## src/rtl/fma_arb_pkg.sv

```systemverilog
// Shared types and constants for the FMA issue arbiter and its tag pipeline.
package fma_arb_pkg;

  localparam int unsigned FMA_NREQ = 2;

  localparam logic FMA_REQ_FPU = 1'b0;
  localparam logic FMA_REQ_DIV = 1'b1;

  typedef struct packed {
    logic valid;
    logic owner;
  } tag_t;

endpackage

```

## src/rtl/fma_arb_if.sv

```systemverilog
// Requester/FMA handshake bundle between the two requesters and fma_arb.
interface fma_arb_if;

  logic [fma_arb_pkg::FMA_NREQ-1:0] req_valid;
  logic [fma_arb_pkg::FMA_NREQ-1:0] req_ready;
  logic [fma_arb_pkg::FMA_NREQ-1:0] flush;
  logic [fma_arb_pkg::FMA_NREQ-1:0] rsp_valid;
  logic [fma_arb_pkg::FMA_NREQ-1:0] rsp_ready;
  logic                             fma_issue;
  logic                             fma_sel;
  logic                             fma_stall;

  modport master (
    output req_valid, flush, rsp_ready,
    input  req_ready, rsp_valid, fma_issue, fma_sel, fma_stall
  );

  modport slave (
    input  req_valid, flush, rsp_ready,
    output req_ready, rsp_valid, fma_issue, fma_sel, fma_stall
  );

endinterface

```

## src/rtl/fma_arb_tagpipe.sv

```systemverilog
// Ownership tag shadow of the FMA pipeline: shifts with the datapath, freezes on
// stall, and drops tags of a flushed owner. Entry LAT-1 is the FMA output stage.
module fma_tagpipe
  import fma_arb_pkg::*;
#(
  parameter int unsigned LAT = 4
) (
  input  logic                clk,
  input  logic                reset,
  input  logic                stall,
  input  logic                issue,
  input  logic                sel,
  input  logic [FMA_NREQ-1:0] flush,
  output tag_t                head
);

  tag_t pipe [LAT];
  tag_t nxt  [LAT];

  always_comb begin
    nxt[0] = stall ? pipe[0] : tag_t'{valid: issue, owner: sel};
    for (int k = 1; k < LAT; k++) begin
      nxt[k] = stall ? pipe[k] : pipe[k-1];
    end
    // Flush is applied after the shift so a tag moving this edge is still caught.
    for (int k = 0; k < LAT; k++) begin
      if (flush[nxt[k].owner]) nxt[k].valid = 1'b0;
    end
  end

  always_ff @(posedge clk) begin
    if (reset) begin
      for (int k = 0; k < LAT; k++) pipe[k] <= '0;
    end else begin
      for (int k = 0; k < LAT; k++) pipe[k] <= nxt[k];
    end
  end

  assign head = pipe[LAT-1];

endmodule

```

## src/rtl/fma_arb.sv

```systemverilog
// Two-requester FMA issue arbiter with per-requester in-flight caps, flush and
// output backpressure. Define FMA_ARB_FAIR_EN for round-robin, else fixed priority.
module fma_arb
  import fma_arb_pkg::*;
#(
  parameter int unsigned LAT    = 4,
  parameter int unsigned MAXOUT = 3
) (
  input logic       clk,
  input logic       reset,
  fma_arb_if.slave  bus
);

  localparam int unsigned      CNT_W   = $clog2(MAXOUT + 1);
  localparam logic [CNT_W-1:0] CNT_MAX = CNT_W'(MAXOUT);

  logic [CNT_W-1:0]    cnt [FMA_NREQ];
  logic [FMA_NREQ-1:0] elig;
  logic [FMA_NREQ-1:0] grant;
  logic [FMA_NREQ-1:0] retire;
  logic [FMA_NREQ-1:0] rsp_valid;
  logic                stall;
  logic                issue;
  tag_t                head;

  // Result presentation and backpressure from the head tag.
  always_comb begin
    rsp_valid = '0;
    stall     = 1'b0;
    if (!reset && head.valid && !bus.flush[head.owner]) begin
      rsp_valid[head.owner] = 1'b1;
      stall                 = !bus.rsp_ready[head.owner];
    end
    retire = rsp_valid & bus.rsp_ready;
  end

`ifdef FMA_ARB_FAIR_EN
  logic prio;

  // Favoured requester on contention: the one not granted most recently.
  always_ff @(posedge clk) begin
    if (reset)       prio <= FMA_REQ_FPU;
    else if (|grant) prio <= grant[FMA_REQ_FPU];
  end
`endif

  // A slot freed by a same-cycle retire may be reused immediately.
  always_comb begin
    elig  = '0;
    grant = '0;
    for (int i = 0; i < FMA_NREQ; i++) begin
      elig[i] = !reset && bus.req_valid[i] && !bus.flush[i] && !stall &&
                ((cnt[i] < CNT_MAX) || retire[i]);
    end
    case (elig)
      2'b01:   grant = 2'b01;
      2'b10:   grant = 2'b10;
`ifdef FMA_ARB_FAIR_EN
      2'b11:   grant = prio ? 2'b10 : 2'b01;
`else
      2'b11:   grant = 2'b01;
`endif
      default: grant = 2'b00;
    endcase
  end

  assign issue         = |grant;
  assign bus.req_ready = grant;
  assign bus.fma_issue = issue;
  assign bus.fma_sel   = grant[FMA_REQ_DIV];
  assign bus.fma_stall = stall;
  assign bus.rsp_valid = rsp_valid;

  // In-flight counters per requester.
  always_ff @(posedge clk) begin
    if (reset) begin
      for (int i = 0; i < FMA_NREQ; i++) cnt[i] <= '0;
    end else begin
      for (int i = 0; i < FMA_NREQ; i++) begin
        if (bus.flush[i])                 cnt[i] <= '0;
        else if (grant[i] && !retire[i])  cnt[i] <= cnt[i] + 1'b1;
        else if (!grant[i] && retire[i])  cnt[i] <= cnt[i] - 1'b1;
      end
    end
  end

  for (genvar g = 0; g < FMA_NREQ; g++) begin : g_cnt_chk
    a_cnt_max: assert property (@(posedge clk) disable iff (reset) cnt[g] <= CNT_MAX);
    a_cnt_min: assert property (@(posedge clk) disable iff (reset)
                                !(retire[g] && !grant[g] && (cnt[g] == '0)));
  end

  fma_tagpipe #(
    .LAT (LAT)
  ) u_tagpipe (
    .clk   (clk),
    .reset (reset),
    .stall (stall),
    .issue (issue),
    .sel   (grant[FMA_REQ_DIV]),
    .flush (bus.flush),
    .head  (head)
  );

endmodule
```

## src/flat_wrapper.sv

```systemverilog
// flat-port wrapper written by rule: the top's interface ports become plain ports
module fma_arb_flat import fma_arb_pkg::*;
#(
  parameter int unsigned LAT    = 4,
  parameter int unsigned MAXOUT = 3
)
  (clk, reset, bus_req_valid, bus_flush, bus_rsp_ready, bus_req_ready, bus_rsp_valid, bus_fma_issue, bus_fma_sel, bus_fma_stall);
  fma_arb_if bus_i ();
  input logic clk;
  input logic reset;
  input wire logic [$bits(bus_i.req_valid)-1:0] bus_req_valid;
  input wire logic [$bits(bus_i.flush)-1:0] bus_flush;
  input wire logic [$bits(bus_i.rsp_ready)-1:0] bus_rsp_ready;
  output wire logic [$bits(bus_i.req_ready)-1:0] bus_req_ready;
  output wire logic [$bits(bus_i.rsp_valid)-1:0] bus_rsp_valid;
  output wire logic [$bits(bus_i.fma_issue)-1:0] bus_fma_issue;
  output wire logic [$bits(bus_i.fma_sel)-1:0] bus_fma_sel;
  output wire logic [$bits(bus_i.fma_stall)-1:0] bus_fma_stall;
  assign bus_i.req_valid = bus_req_valid;
  assign bus_i.flush = bus_flush;
  assign bus_i.rsp_ready = bus_rsp_ready;
  assign bus_req_ready = bus_i.req_ready;
  assign bus_rsp_valid = bus_i.rsp_valid;
  assign bus_fma_issue = bus_i.fma_issue;
  assign bus_fma_sel = bus_i.fma_sel;
  assign bus_fma_stall = bus_i.fma_stall;
  fma_arb #(.LAT(LAT), .MAXOUT(MAXOUT)) u_core (.clk(clk), .reset(reset), .bus(bus_i));
endmodule
```

## config.mk

```make
export PLATFORM = sky130hd
export DESIGN_NAME = fma_arb_flat
export DESIGN_NICKNAME = d
export VERILOG_FILES = /design/src/rtl/fma_arb_pkg.sv /design/src/rtl/fma_arb_if.sv /design/src/rtl/fma_arb_tagpipe.sv /design/src/rtl/fma_arb.sv /design/src/flat_wrapper.sv
export SDC_FILE = /design/constraint.sdc
export NUM_CORES = 1
export LEC_CHECK = 0
export CELL_PAD_IN_SITES_DETAIL_PLACEMENT = 1
export CELL_PAD_IN_SITES_GLOBAL_PLACEMENT = 1
export CORE_MARGIN = 5
export CORE_UTILIZATION = 45
export DETAILED_ROUTE_END_ITERATION = 12
export DONT_BUFFER_PORTS = 1
export GPL_ROUTABILITY_DRIVEN = 0
export GPL_TIMING_DRIVEN = 1
export HOLD_SLACK_MARGIN = 0.08
export PLACE_DENSITY = 0.7
export SLEW_MARGIN = 20
export SYNTH_ARGS = -nofsm -noshare
export SYNTH_HDL_FRONTEND = slang
export SYNTH_HIERARCHICAL = 1
export SYNTH_SLANG_ARGS = --single-unit
```

## constraint.sdc

```tcl
create_clock -name clk -period 2.8 [get_ports clk]
set_input_delay 0.56 -clock clk [delete_from_list [all_inputs] [get_ports clk]]
set_output_delay 0.56 -clock clk [all_outputs]
set_load 0.02 [all_outputs]
```

### Yosys cells after proc, flatten, opt, wreduce, memory -nomap -nowiden

Memory sizes are Yosys's and may differ from the RTL's.
Cells that the tools add are included.

* memories: 2
* memory bits (read-only): 0
* input port bits: 8
* bits in latches: 0
* register bits: 0
* memory bits (writable): 12

* order comparisons: 8
* reductions and logical operators: 29
* add/subtract/negate cells: 4
* shifts and indexed selects: 0
* muxes and demuxes: 62
* $mul: 0
* divide/modulo/power cells: 0
* bitwise operators: 11
* equal/unequal tests: 3

Memory list
* u_core.u_tagpipe.pipe: depth 4, width 2, rd ports 4, clocked after memory_dff 0, wr ports 4, RTL line fma_arb_tagpipe.sv:17 `tag_t pipe [LAT];`
* u_core.cnt: depth 2, width 2, rd ports 2, clocked after memory_dff 0, wr ports 2, RTL line fma_arb.sv:17 `logic [CNT_W-1:0] cnt [FMA_NREQ];`

Operator list (number)
* 2-to-1 mux 1 bit: 45
* 2-to-1 mux 2 bit: 15
* logical AND 1 bit: 15
* zero test 1 bit: 10
* less-than comparator 1 x 2 -> 1 bit (second input constant): 5
* bitwise OR 1 bit: 10
* adder 2 x 1 -> 2 bit (second input constant): 2
* equality test 2 bit (second input constant): 2
* less-than comparator 2 bit (second input constant): 2
* one-hot mux 2 bit (2 select lines): 1
* OR reduction 2 bit: 2
* subtractor 2 x 1 -> 2 bit (second input constant): 2
* bitwise AND 2 bit: 1
* equality test 2 x 1 -> 1 bit (second input constant): 1
* logical OR 1 bit: 2
* demux 1 bit (select 1 bit): 1
* greater-or-equal comparator 1 bit (second input constant): 1

### Longest topological paths before layout

* depth in word-level cells: 19
* depth in mapped cells: 7
* mapped depth without buffers: 7

### Modules after synthesis

Netlist, hierarchy kept.

Modules (own cells, without submodules)
* fma_tagpipe: area each 350.3 sq um, sequential area each 160.2 sq um, cells each 31, times used 1
* fma_arb: area each 349.1 sq um, sequential area each 120.1 sq um, cells each 36, times used 1

### Worst setup path before layout

No wires, ideal clock.

* kind: input-to-reg
* start point: input port reset
* end point: memory u_core/u_tagpipe/pipe[0][1] (netlist name)
* data required time: 2.688 ns
* slack: 0.411 ns
* stages: 5
* data arrival time: 2.277 ns
* path buffers: 0
* cell sequence: nor4b_2 > a32oi_1 > a21oi_1 > mux2i_1 > a2111oi_1

RTL lines
* start: declaration: RTL line flat_wrapper.sv:10 `input logic reset;`
* end: declaration: RTL line fma_arb_tagpipe.sv:17

==> reports/results.ini <==
[setup_path]
critPathKind = reg -> out
crit_cells = 4
crit_family = compound AO/OA/AOI/OAI gates
r2r_slack_ns = 0.64
r2r_start = u_core/u_tagpipe/pipe[0][6]
r2r_cells = 6
crit_chain = ha_1, nor2b_1, a32oi_1, a21oi_1
crit_arrival_ns = 1.76
startpoint_type = flip-flop
path_max_fanout = 3
r2r_end = u_core/u_tagpipe/pipe[0][7]
cp_data_required_time_ns = 2.24
critPathBufInv = 0
endpoint_kind = primary output
cp_slowest_cell = a21oi_1
critPathMaxStageDelay_ns = 0.47
crit_path_start = u_core/cnt[0][0]

[placement]
portBuffers = 0
dp_hpwl_um = 1140

[global_routing]
grt_use_total_pct = 13.3
grt_max_degree = 14
met2_usage_pct = 21.7
antenna_found_initial = 0
top_usage_layer = met2
global_route.usage.met1_pct = 15.3
grt_pass1_wl_um = 2600
gr-usage-met3_pct = 5.20
grt_pass1_vias = 610
overflow = 0

[clock_network]
path_clk_slew_ns = 0.08
cts_tree = yes
htreeDepth = 1
cts_root_buf = clkbuf_4
post-cts-setup-buffers = 0
cts_hold_buf = 0
clk_latency_ns = 0.27
post_cts_resize_count = 0
cts.sinks = 12
clockBufferDepth = 2
cts_inserted_buffers = 3

[synthesis]
ys_seq_elements = 12
synthTopCellsByArea = dfxtp_1 23%, edfxtp_1 17%, mux2i_1 11%
synth_cell_types = 30
synthFlopType = dfxtp_1
synthTopCellsByCount = 8 x dfxtp_1, 8 x mux2i_1, 7 x nor2_1
async_flop_share_pct = 0
syn_area_per_cell_um2 = 10.4
synth_top_area_share_pct = 22.9
ys_warn_count = 6
synth_top_cell_by_area = dfxtp_1
synthCells = 67
seq_area_frac_synth_pct = 40.1
synth_edf_count = 4
synth_nets = 76
synth_area_um2 = 699

[timing]
hold_violations = 0
post-route-min-period_ns = 2.32
relSlewSlack_pct = 64.9
fin_tns_setup_ns = 0
setup_viol = 0
holdWs_ns = 0.351
tightest_slew_ns = 0.526
max_freq_mhz = 431
rsz0062_at_grt = no
finClkSkew_ns = 0.00504
fin_crit_sh_pct = 82.8
slew_viol_final = 0

[cells_and_area]
area_growth_syn_to_layout_pct = 8.59
diodes = 0
fillers = 174
layout-drive-gt1-share_pct = 18.1
nets = 82

[floorplan]
io_pins = 15
die-area_um2 = 2440
fp-row-count = 14
die_y_um = 49.4
die_w_um = 49.4
initial_core_util_pct = 47.0
coreArea_um2 = 1490

[drt]
wl_per_cell_um = 17.0
avgViaCountPerCell = 6.26
drc_errors = 0
firstDrtPassIters = 4
postRouteAntennaNets = 0
vias = 551
wirelength_um = 1500
drt-initial-drc-count = 7

[pwr]
ir_drop_mv = 0.208
power_leakage_nw = 0.254
power_density_nw_per_um2 = 466

[min_path]
hp-class = in -> reg
hold_depth = 1
min_from = reset
worstHoldEndpoint = u_core/u_tagpipe/pipe[0][2]

[run_status]
status = completed

[run]
max_cap_violations = 0

stage by stage:
step                area [um2]  worst slack, ns  util (%)  instances  total power, mW
global route               759            0.394      51.0         88            0.371
floorplan                  699            0.411         -         67            0.216
finish                     759            0.481      51.0         88            0.354
CTS                        759            0.482      51.0         88            0.357
global placement           723            0.536      48.6         84            0.220
detailed placement         723            0.445      48.6         84            0.220
cells by family after synthesis:
logic type	count (synthesis)	share of synthesized area (%)
and+or+nand+nor	26	21.1
xor gates and xnor gates	1	1.25
buffers and inverters	4	4.83
muxes	9	13.4
adders and majority gates	1	1.79
AOI/OAI and AO/OA	14	17.5
DFF	12	40.1
area by class of cell:
cell class	instances	area, um2	share of cell area (%)
clock buffers	4	36.3	4.78
flip-flops and latches	12	280	36.9
repair buffers	5	37.5	4.94
well taps	16	20.0	2.64
multi-input cells	51	385	50.7
metal layers:
layer,routed length (um),vias up,part of all wire (%)
met1,673,271,45
met2,722,10,48
li1,-,268,-
met4,11,0,0.73
met5,0,-,0
met3,90,2,6.0
sequential cells by signal, summed over array words and instances (netlist names):
signal / flops
u_core/cnt: 4
u_core/u_tagpipe/pipe: 8
worst reg2reg max path: stages, from the launching register on:
cell and delay (ns):
dfxtp_1 0.42, or3b_1 0.39, a21oi_2 0.30, buf_4 0.25, mux2i_1 0.30, nor2b_1 0.08
a2111oi_1 0.32
power by group:
part | internal, mW | total (mW) | switching [mW]
clock network | 0.0789 | 0.138 | 0.0588
registers | 0.185 | 0.189 | 0.00369
logic | 0.0111 | 0.0272 | 0.0161
total | 0.275 | 0.354 | 0.0787
worst max path at each step:
stage	to	slack (ns)
after floorplan	bus_req_ready[1]	0.41
after global placement	u_core/u_tagpipe/pipe[0][3]	0.54
after detailed placement	u_core/u_tagpipe/pipe[0][1]	0.45
after CTS	bus_fma_issue	0.48
after global routing	bus_fma_issue	0.39
final	bus_fma_issue	0.48
cells in the final DEF (no fill, tap or decap), drive strengths merged, types with 3 or more instances in the layout:
cell type,n
dfxtp,8
clkbuf,4
nor2b,5
a2111oi,5
a21oi,3
nor2,7
nand2,3
edfxtp,4
mux2i,9
buf,5
(Power assumes the default switching activity.)
